==> config.mk <==
export PLATFORM = sky130hd
export DESIGN_NAME = maze_move_sequencer
export DESIGN_NICKNAME = d
export VERILOG_FILES = /design/src/rtl/maze_pkg.sv /design/src/rtl/maze_cmd_fifo.sv /design/src/rtl/maze_move_sequencer.sv
export SDC_FILE = /design/constraint.sdc
export NUM_CORES = 1
export LEC_CHECK = 0
export CAP_MARGIN = 20
export CORE_MARGIN = 1
export CORE_UTILIZATION = 55
export CTS_CLUSTER_SIZE = 10
export DETAILED_ROUTE_END_ITERATION = 8
export GPL_ROUTABILITY_DRIVEN = 0
export GPL_TIMING_DRIVEN = 0
export PLACE_DENSITY = 0.8
export SLEW_MARGIN = 20
export SYNTH_ARGS = -nofsm -noshare
export SYNTH_HDL_FRONTEND = slang
export SYNTH_SLANG_ARGS = --single-unit
==> constraint.sdc <==
create_clock -name clk -period 4.35 [get_ports clk]
set_clock_uncertainty 0.2 [all_clocks]
set_input_delay 0.87 -clock clk [delete_from_list [all_inputs] [get_ports clk]]
set_output_delay 0.87 -clock clk [all_outputs]
set_load 0.05 [all_outputs]
==> src/rtl/maze_pkg.sv <==
// Shared encodings and grid defaults for the maze move sequencer.
package maze_pkg;

  typedef enum logic [2:0] {
    MV_STOP    = 3'd0,
    MV_FORWARD = 3'd1,
    MV_LEFT    = 3'd2,
    MV_RIGHT   = 3'd3,
    MV_U_TURN  = 3'd4
  } move_e;

  typedef enum logic [1:0] {
    HD_N = 2'd0,
    HD_E = 2'd1,
    HD_S = 2'd2,
    HD_W = 2'd3
  } heading_e;

  typedef enum logic [1:0] {
    ST_IDLE,
    ST_ISSUE,
    ST_WAIT,
    ST_DONE
  } state_e;

  localparam int unsigned MAZE_ROWS    = 9;
  localparam int unsigned MAZE_COLS    = 9;
  localparam int unsigned MAZE_START_R = 4;
  localparam int unsigned MAZE_START_C = 0;
  localparam int unsigned MAZE_EXIT_R  = 4;
  localparam int unsigned MAZE_EXIT_C  = 8;

  // Heading after the rotation part of a move; FORWARD keeps the heading.
  function automatic heading_e rotate(input heading_e h, input logic [2:0] code);
    logic [1:0] delta;
    case (code)
      MV_LEFT:   delta = 2'd3;
      MV_RIGHT:  delta = 2'd1;
      MV_U_TURN: delta = 2'd2;
      default:   delta = 2'd0;
    endcase
    return heading_e'(h + delta);
  endfunction

endpackage

==> src/rtl/maze_cmd_fifo.sv <==
// Synchronous show-ahead FIFO buffering explorer move commands.
module maze_cmd_fifo #(
  parameter int unsigned DEPTH = 4,
  parameter int unsigned WIDTH = 3
) (
  input  logic             clk,
  input  logic             rst_n,
  input  logic             push,
  input  logic [WIDTH-1:0] push_data,
  input  logic             pop,
  output logic [WIDTH-1:0] pop_data,
  output logic             full,
  output logic             empty
);

  localparam int unsigned AW = $clog2(DEPTH);

  logic [WIDTH-1:0] mem [DEPTH];
  logic [AW:0]      wr_ptr;
  logic [AW:0]      rd_ptr;
  logic             push_en;
  logic             pop_en;

  assign push_en = push && !full;
  assign pop_en  = pop && !empty;

  // Extra pointer MSB distinguishes full from empty when the indices match.
  assign empty = (wr_ptr == rd_ptr);
  assign full  = (wr_ptr[AW] != rd_ptr[AW]) && (wr_ptr[AW-1:0] == rd_ptr[AW-1:0]);
  assign pop_data = mem[rd_ptr[AW-1:0]];

  always_ff @(posedge clk) begin
    if (!rst_n) begin
      wr_ptr <= '0;
      rd_ptr <= '0;
    end else begin
      if (push_en) wr_ptr <= wr_ptr + (AW+1)'(1);
      if (pop_en)  rd_ptr <= rd_ptr + (AW+1)'(1);
    end
  end

  always_ff @(posedge clk) begin
    if (push_en) mem[wr_ptr[AW-1:0]] <= push_data;
  end

endmodule

==> src/rtl/maze_move_sequencer.sv <==
// Issues buffered explorer moves to the motion executor and tracks bot pose.
// Optional executor watchdog enabled by defining WATCHDOG_EN.
module maze_move_sequencer
  import maze_pkg::*;
#(
  parameter int unsigned FIFO_DEPTH     = 4,
  parameter int unsigned ROWS           = MAZE_ROWS,
  parameter int unsigned COLS           = MAZE_COLS,
  parameter int unsigned START_R        = MAZE_START_R,
  parameter int unsigned START_C        = MAZE_START_C,
  parameter int unsigned EXIT_R         = MAZE_EXIT_R,
  parameter int unsigned EXIT_C         = MAZE_EXIT_C,
  parameter int unsigned TIMEOUT_CYCLES = 255
) (
  input  logic       clk,
  input  logic       rst_n,
  input  logic       cmd_valid,
  input  logic [2:0] cmd,
  output logic       cmd_ready,
  output logic       exec_start,
  output logic [2:0] exec_cmd,
  input  logic       exec_done,
  output logic [3:0] pos_row,
  output logic [3:0] pos_col,
  output logic [1:0] heading,
  output logic [3:0] deadend_cnt,
  output logic       at_exit,
  output logic       busy,
  output logic       err
);

  localparam logic signed [4:0] ROWS_S   = 5'(ROWS);
  localparam logic signed [4:0] COLS_S   = 5'(COLS);
  localparam logic [3:0]        START_R4 = 4'(START_R);
  localparam logic [3:0]        START_C4 = 4'(START_C);
  localparam logic [3:0]        EXIT_R4  = 4'(EXIT_R);
  localparam logic [3:0]        EXIT_C4  = 4'(EXIT_C);

  if (FIFO_DEPTH < 2 || (FIFO_DEPTH & (FIFO_DEPTH - 1)) != 0 || TIMEOUT_CYCLES < 1) begin : g_bad_param
    $error("maze_move_sequencer: FIFO_DEPTH must be a power of two >= 2, TIMEOUT_CYCLES >= 1");
  end

  state_e     state;
  heading_e   hd_q;
  logic [3:0] row_q;
  logic [3:0] col_q;
  logic [3:0] dead_q;

  logic       fifo_full;
  logic       fifo_empty;
  logic [2:0] head;
  logic       push;
  logic       pop;

  assign cmd_ready = !fifo_full && (state != ST_DONE);
  assign push      = cmd_valid && cmd_ready;
  assign pop       = (state == ST_IDLE) && !fifo_empty;
  assign busy      = !fifo_empty || (state != ST_IDLE);

  maze_cmd_fifo #(
    .DEPTH (FIFO_DEPTH),
    .WIDTH (3)
  ) u_fifo (
    .clk       (clk),
    .rst_n     (rst_n),
    .push      (push),
    .push_data (cmd),
    .pop       (pop),
    .pop_data  (head),
    .full      (fifo_full),
    .empty     (fifo_empty)
  );

  // Candidate pose for the move being executed; signed 5-bit catches -1 and overflow.
  heading_e          new_hd;
  logic signed [4:0] nr;
  logic signed [4:0] nc;
  logic              in_bounds;
  logic              hits_exit;

  always_comb begin
    new_hd = rotate(hd_q, exec_cmd);
    nr     = $signed({1'b0, row_q});
    nc     = $signed({1'b0, col_q});
    case (new_hd)
      HD_N:    nr = nr - 5'sd1;
      HD_E:    nc = nc + 5'sd1;
      HD_S:    nr = nr + 5'sd1;
      default: nc = nc - 5'sd1;
    endcase
    in_bounds = (nr >= 5'sd0) && (nr < ROWS_S) && (nc >= 5'sd0) && (nc < COLS_S);
    hits_exit = in_bounds && (nr[3:0] == EXIT_R4) && (nc[3:0] == EXIT_C4);
  end

`ifdef WATCHDOG_EN
  localparam int unsigned WD_W = $clog2(TIMEOUT_CYCLES + 1);
  logic [WD_W-1:0] wd_q;
`endif

  always_ff @(posedge clk) begin
    if (!rst_n) begin
      state      <= ST_IDLE;
      row_q      <= START_R4;
      col_q      <= START_C4;
      hd_q       <= HD_E;
      dead_q     <= '0;
      at_exit    <= 1'b0;
      err        <= 1'b0;
      exec_start <= 1'b0;
      exec_cmd   <= '0;
`ifdef WATCHDOG_EN
      wd_q       <= '0;
`endif
    end else begin
      exec_start <= 1'b0;
      if (exec_done && state != ST_WAIT) err <= 1'b1;

      case (state)
        ST_IDLE: begin
          if (!fifo_empty) begin
            case (head)
              MV_STOP: state <= ST_DONE;
              MV_FORWARD, MV_LEFT, MV_RIGHT, MV_U_TURN: begin
                exec_cmd   <= head;
                exec_start <= 1'b1;
                state      <= ST_ISSUE;
              end
              default: err <= 1'b1;
            endcase
          end
        end

        ST_ISSUE: begin
          state <= ST_WAIT;
`ifdef WATCHDOG_EN
          wd_q  <= '0;
`endif
        end

        ST_WAIT: begin
          if (exec_done) begin
            hd_q <= new_hd;
            if (exec_cmd == MV_U_TURN && dead_q != 4'hF) dead_q <= dead_q + 4'd1;
            // Off-grid moves still turn the bot but leave the cell unchanged.
            if (in_bounds) begin
              row_q <= nr[3:0];
              col_q <= nc[3:0];
            end else begin
              err <= 1'b1;
            end
            if (hits_exit) begin
              at_exit <= 1'b1;
              state   <= ST_DONE;
            end else begin
              state   <= ST_IDLE;
            end
          end
`ifdef WATCHDOG_EN
          else if (wd_q == WD_W'(TIMEOUT_CYCLES - 1)) begin
            err   <= 1'b1;
            state <= ST_DONE;
          end else begin
            wd_q  <= wd_q + WD_W'(1);
          end
`endif
        end

        default: state <= ST_DONE;
      endcase
    end
  end

  assign pos_row     = row_q;
  assign pos_col     = col_q;
  assign heading     = hd_q;
  assign deadend_cnt = dead_q;

endmodule

==> metrics, run 1 <==
status complete, no violations; largest net degree at the start of global routing 14; Worst setup endpoint pos_row[1]$_SDFFE_PN0P_; post-synth top area share 26.9%; Seq pwr share 30.4%; vias in the first global route 1617; r2r endpoint pos_row[1]$_SDFFE_PN0P_; Max Fanout on Critical Path 9; CTS tree done; H-tree level count 2; asr flop ratio synth 0%; net switching power 830 uW; post-cts sizing count 0; Reg2Reg Setup Slack 0.36 ns; synthesized flop and latch total 42; final setup TNS 0 ns; worst reg2reg startpoint exec_cmd[2]$_SDFFE_PN0P_; total track usage 23.6%; Switching Share 45.9%; syn nets 243; Multi-input gate area 1210 sq um; CP max stage delay 0.48 ns; DR WL met2 2140 um; most frequent cells in the layout dfxtp_1 (30), clkdlybuf4s50_1 (28), nor2_1 (22); Setup crit start exec_cmd[2]$_SDFFE_PN0P_; Synth Area per Inst 10.1 sq um; Cell variety after synth 49; internal power 976 uW; WL met3 231 um; pwr/cell area 679 nW/um^2; Min-Delay Path Depth 2; register area 961 sq um; Via Count 1748; Clock Power Share 13.3%; synth warn 0; Worst-path clk slew 0.08 ns; Fillers 301; Final #Nets 278; initial antenna violation count 0; sequential area share after synthesis 43.0%; area leader, netlist dfxtp_1; type of the tightest min-delay check reg2reg; P_leak 1.03 nW; Final Cycle Share 91.7%; # rows 22; CP arrival 4.02 ns; Worst Setup End Kind register; IO Pins 29; worst setup margin 0.363 ns; most common cell after layout, fill and taps aside dfxtp_1; placed cells 297; ys flop type dfxtp_1; required time worst endpoint 4.38 ns; final setup violating endpoints 0; cts bufs inserted 5; gr ovfl total 0; post-layout minimum cycle time 3.99 ns; met1 WL 2150 um; Slew Limit Fails 0; Die ar. 4320 sq um; Setup WS pre-CTS 0.401 ns; width of the die 65.7 um; Synth-to-Final Area Change 19.0%; Reg2Reg Depth 12; crit path kind reg2reg; Post-Layout Cell Count 305; critical path, cell by cell and2b_2 -> ha_1 -> clkbuf_8 -> inv_1 -> nand3_1 -> fa_1 -> a21o_1 -> a211oi_1 -> o211a_1 -> o211ai_2 -> nor3_1 -> mux2i_1; detailed-route wire length per cell 15.1 um; 1st-iter DRT viols 81; vias per cell 5.73; # DRC 0; Mapped Cells 221; post-DP HPWL 3490 um; cell family with most CP delay compound AO/OA/AOI/OAI gates; Worst Tran Pin Value 0.648 ns; clk_lat worst skew 0.30 ns; layout cell share with drive strength beyond 1 10.1%; crit path buf inv count 2; Clock Root Buffer clkbuf_8; Synth Cell Area 2230 sq um; RSZ-0062 raised after global routing false; starting density of the core 59.2%; Floorplan Core Area 3770 sq um; Worst path depth 12; Max Cap Viol 0; ANT cells 0; max layer used met4; number of flops mapped to enable cells by yosys 12; fmax 251 MHz; Worst slew margin 56.5%; Die Span Y 65.7 um; Post-CTS Setup Inserts 0; leading post-synthesis cells by cell area dfxtp_1 (27%), edfxtp_1 (16%), ha_1 (7.3%); global-route wire length before repair 7540 um; crit path launch type register; drt total wl 4600 um; first drt pass iteration count 4; peak supply drop 456 uV; Port-buffer cells 28; crit path max-delay cell type fa_1; clock sink count 42; final hold vios 0; hold buffers post-CTS 0; remaining antenna violation count 0; Gate power share 56.3%; Clock Tree Buf Depth 2
## through the flow
| stage | cell area, sq um | hold WS [ns] | power (mW) | util (%) |
|---|---|---|---|---|
| CTS | 2660 | 0.257 | 1.80 | 70.5 |
| finish | 2660 | 0.256 | 1.81 | 70.5 |
| floorplan | 2230 | 0.299 | 1.31 | - |
| global placement | 2570 | 0.238 | 1.54 | 68.2 |
| global route | 2660 | 0.277 | 1.93 | 70.5 |
| detailed placement | 2570 | 0.245 | 1.56 | 68.2 |
## final cells by class
cell class | instances | area share (%)
Buffer | 6 | 1.36
Clock buffer | 5 | 2.59
Clock inverter | 3 | 0.612
Inverter | 7 | 0.988
Multi-Input combinational cell | 166 | 45.5
Sequential cell | 42 | 36.1
Tap cell | 48 | 2.26
Timing Repair Buffer | 28 | 10.5
## worst min path at each step
stage                                             start                            end  slack (ns)
final                              at_exit$_SDFFE_PN0P_           at_exit$_SDFFE_PN0P_        0.26
after global routing               at_exit$_SDFFE_PN0P_           at_exit$_SDFFE_PN0P_        0.28
after CTS                          at_exit$_SDFFE_PN0P_           at_exit$_SDFFE_PN0P_        0.26
after detailed placement           at_exit$_SDFFE_PN0P_           at_exit$_SDFFE_PN0P_        0.25
after global placement             at_exit$_SDFFE_PN0P_           at_exit$_SDFFE_PN0P_        0.24
after floorplan           u_fifo.rd_ptr[2]$_SDFFE_PN0P_  u_fifo.rd_ptr[2]$_SDFFE_PN0P_        0.30
## worst register-to-register path: stages (launching register included)
cell,delay [ns]
dfxtp_1,0.40
and2b_2,0.24
ha_1,0.29
clkbuf_8,0.17
inv_1,0.18
nand3_1,0.25
fa_1,0.49
a21o_1,0.21
a211oi_1,0.44
o211a_1,0.28
o211ai_2,0.14
nor3_1,0.42
mux2i_1,0.24
## Yosys cell counts, drive strengths merged, types with 2 or more instances
| cell type | instances |
|---|---|
| or3 | 3 |
| nand3 | 5 |
| nand2 | 20 |
| a211oi | 4 |
| and3b | 2 |
| o211a | 2 |
| a31oi | 4 |
| and2b | 2 |
| o211ai | 2 |
| nor3 | 8 |
| xnor2 | 8 |
| nand4 | 2 |
| o21ai | 6 |
| xor2 | 6 |
| nor4b | 3 |
| a21oi | 12 |
| edfxtp | 12 |
| inv | 7 |
| clkbuf | 3 |
| a311oi | 2 |
| and2 | 3 |
| ha | 13 |
| mux4 | 3 |
| nor2 | 22 |
| mux2i | 6 |
| fa | 2 |
| dfxtp | 30 |
| a21o | 2 |
| and3 | 6 |
| o31a | 4 |
| nor2b | 2 |
| buf | 3 |
## power by group through the flow
stage	Combinational (mW)	Sequential (mW)	Clock, mW
after floorplan	0.659	0.647	0
after global placement	0.980	0.556	0
after detailed placement	0.999	0.557	0
after CTS	1.00	0.549	0.245
after global routing	1.11	0.560	0.262
final	1.02	0.548	0.241
## registers in the layout, indices dropped and copies added, names as in the netlist, named ones only
| name | flops |
|---|---|
| exec_cmd | 3 |
| u_fifo.wr_ptr | 3 |
| pos_col | 4 |
| pos_row | 4 |
| u_fifo.rd_ptr | 3 |
| heading | 2 |
| err | 1 |
| state | 2 |
| exec_start | 1 |
| at_exit | 1 |
| deadend_cnt | 4 |
| u_fifo.mem | 12 |
## layer usage
layer | global-route usage (%) | vias up
met3 | 6.42 | 8
met5 | 0 | -
met1 | 30.5 | 824
met2 | 37.2 | 41
met4 | 9.24 | 0
li1 | - | 875
## cells by family (layout without fill, tap and decap cells)
group                      count (synthesis)  count (layout)  synth area share (%)
and+or+nand+nor                           83              83                  19.4
AOI/OAI and AO/OA                         45              45                  14.5
DFF                                       42              42                  43.0
adders and majority gates                 15              15                  9.08
xor gates and xnor gates                  14              14                  5.49
buffers and inverters                     13              49                  2.80
muxes                                      9               9                  5.71
No activity file was read; power rests on OpenSTA's default activity.
==> run 2, diff against run 1 <==
--- a/config.mk
+++ b/config.mk
@@ -13,7 +13,7 @@
 export GPL_ROUTABILITY_DRIVEN = 0
 export GPL_TIMING_DRIVEN = 0
 export PLACE_DENSITY = 0.8
-export SLEW_MARGIN = 20
+export SLEW_MARGIN = 10
 export SYNTH_ARGS = -nofsm -noshare
 export SYNTH_HDL_FRONTEND = slang
 export SYNTH_SLANG_ARGS = --single-unit
==> results of run 2 <==
The final DEF is identical to that of run 1; final timing and power are the same.
==> run 3, diff against run 2 <==
--- a/config.mk
+++ b/config.mk
@@ -5,7 +5,7 @@
 export SDC_FILE = /design/constraint.sdc
 export NUM_CORES = 1
 export LEC_CHECK = 0
-export CAP_MARGIN = 20
+export CORE_ASPECT_RATIO = 0.8
 export CORE_MARGIN = 1
 export CORE_UTILIZATION = 55
 export CTS_CLUSTER_SIZE = 10
==> run 3 against run 2 <==
  * Routed wire length is 5.2% higher
  * Sequential cell count stayed put
  * First-iteration DRC count grew 100%
  * Critical path type unchanged
  * Largest power group unchanged
==> metrics, run 3 (synthesized netlist as in run 1, its figures left out) <==
status complete, no violations; final setup violating endpoints 0; global-route wire length before repair 7890 um; post-DP HPWL 3530 um; internal power 1.03 mW; Port-buffer cells 28; crit path kind reg2reg; Clock Root Buffer clkbuf_8; Via Count 1782; starting density of the core 58.0%; CTS tree done; Final Cycle Share 90.1%; Max Fanout on Critical Path 9; required time worst endpoint 4.38 ns; remaining antenna violation count 0; Worst slew margin 48.5%; Worst-path clk slew 0.08 ns; fmax 255 MHz; post-layout minimum cycle time 3.92 ns; P_leak 1.04 nW; first drt pass iteration count 4; peak supply drop 380 uV; clk_lat worst skew 0.30 ns; ANT cells 0; Die Span Y 59.0 um; width of the die 73.2 um; Post-Layout Cell Count 312; Clock Power Share 16.4%; number of flip-flops under the largest register name 12; total track usage 25.2%; final setup TNS 0 ns; Switching Share 44.7%; hold buffers post-CTS 0; # rows 20; vias per cell 5.71; Slew Limit Fails 0; Min-Delay Path Depth 2; vias in the first global route 1618; Synth-to-Final Area Change 20.5%; Worst Setup End Kind register; initial antenna violation count 0; detailed-route wire length per cell 15.5 um; gr ovfl total 0; most common cell after layout, fill and taps aside dfxtp_1; cts bufs inserted 5; CP arrival 3.94 ns; largest net degree at the start of global routing 14; Final #Nets 278; Worst Tran Pin Value 0.767 ns; Die ar. 4320 sq um; layout cell share with drive strength beyond 1 10.5%; Post-DP Area 2580 sq um; clock sink count 42; 1st-iter DRT viols 165; Clock Tree Buf Depth 2; IO Pins 29; Reg2Reg Depth 13; fin area 2690 sq um; Seq pwr share 29.6%; drt total wl 4840 um; # DRC 0; net switching power 833 uW; RSZ-0062 raised after global routing false; H-tree level count 2; type of the tightest min-delay check reg2reg; most frequent cells in the layout dfxtp_1 (30), clkdlybuf4s50_1 (28), nor2_1 (22); Post-CTS Setup Inserts 0; Max Cap Viol 0; crit path launch type register; placed cells 304; Gate power share 54.0%; post-cts sizing count 0; Floorplan Core Area 3850 sq um; pwr/cell area 693 nW/um^2; final hold vios 0
## run 3: area by class of cell
cell class / instances / area (sq um)
well taps: 55 / 68.8
clock inverters: 3 / 40.0
plain buffers: 6 / 36.3
inverters: 7 / 26.3
multi-input cells: 166 / 1210
fillers: 314 / 1160
clock buffers: 5 / 68.8
flip-flops and latches: 42 / 961
repair buffers: 28 / 280
## run 3: metal layers
metal / global-route usage [%] / wire (um)
met1: 35.5 / 2370
met2: 37.8 / 2070
met3: 7.31 / 360
met4: 7.28 / 32
met5: 0 / 0
## run 3: through the flow
stage / setup slack [ns] / hold WS, ns / utilization, % / power (mW)
final: 0.432 / 0.258 / 69.8 / 1.87
after detailed placement: 0.484 / 0.250 / 67.0 / 1.55
after floorplan: 0.451 / 0.299 / - / 1.31
after global placement: 0.536 / 0.238 / 67.0 / 1.53
after global routing: 0.195 / 0.289 / 69.8 / 1.99
after CTS: 0.452 / 0.264 / 69.8 / 1.86
## run 3: worst max-delay path, stage by stage (launching register included)
cell	delay, ns
dfxtp_1	0.41
and2b_2	0.24
ha_1	0.18
xnor2_1	0.13
or3_4	0.39
nand2_1	0.12
nand2_1	0.14
ha_1	0.36
and3_1	0.21
or3_4	0.37
a32oi_2	0.46
nand2_1	0.16
or3_1	0.32
a21oi_1	0.14
## run 3: worst paths after layout
| kind | start | end | slack, ns |
|---|---|---|---|
| max reg2reg | exec_cmd[2]$_SDFFE_PN0P_ | pos_col[0]$_SDFFE_PN0P_ | 0.43 |
| max | exec_cmd[2]$_SDFFE_PN0P_ | pos_col[0]$_SDFFE_PN0P_ | 0.43 |
| min | at_exit$_SDFFE_PN0P_ | at_exit$_SDFFE_PN0P_ | 0.26 |
| min reg2reg | at_exit$_SDFFE_PN0P_ | at_exit$_SDFFE_PN0P_ | 0.26 |
## run 3: power by group through the flow
stage          logic, mW  clock network (mW)  registers [mW]
6_report            1.01               0.306           0.551
5_1_grt             1.10               0.326           0.566
4_1_cts            0.999               0.309           0.552
3_5_place_dp       0.991                   0           0.560
3_3_place_gp       0.970                   0           0.557
2_1_floorplan      0.659                   0           0.647
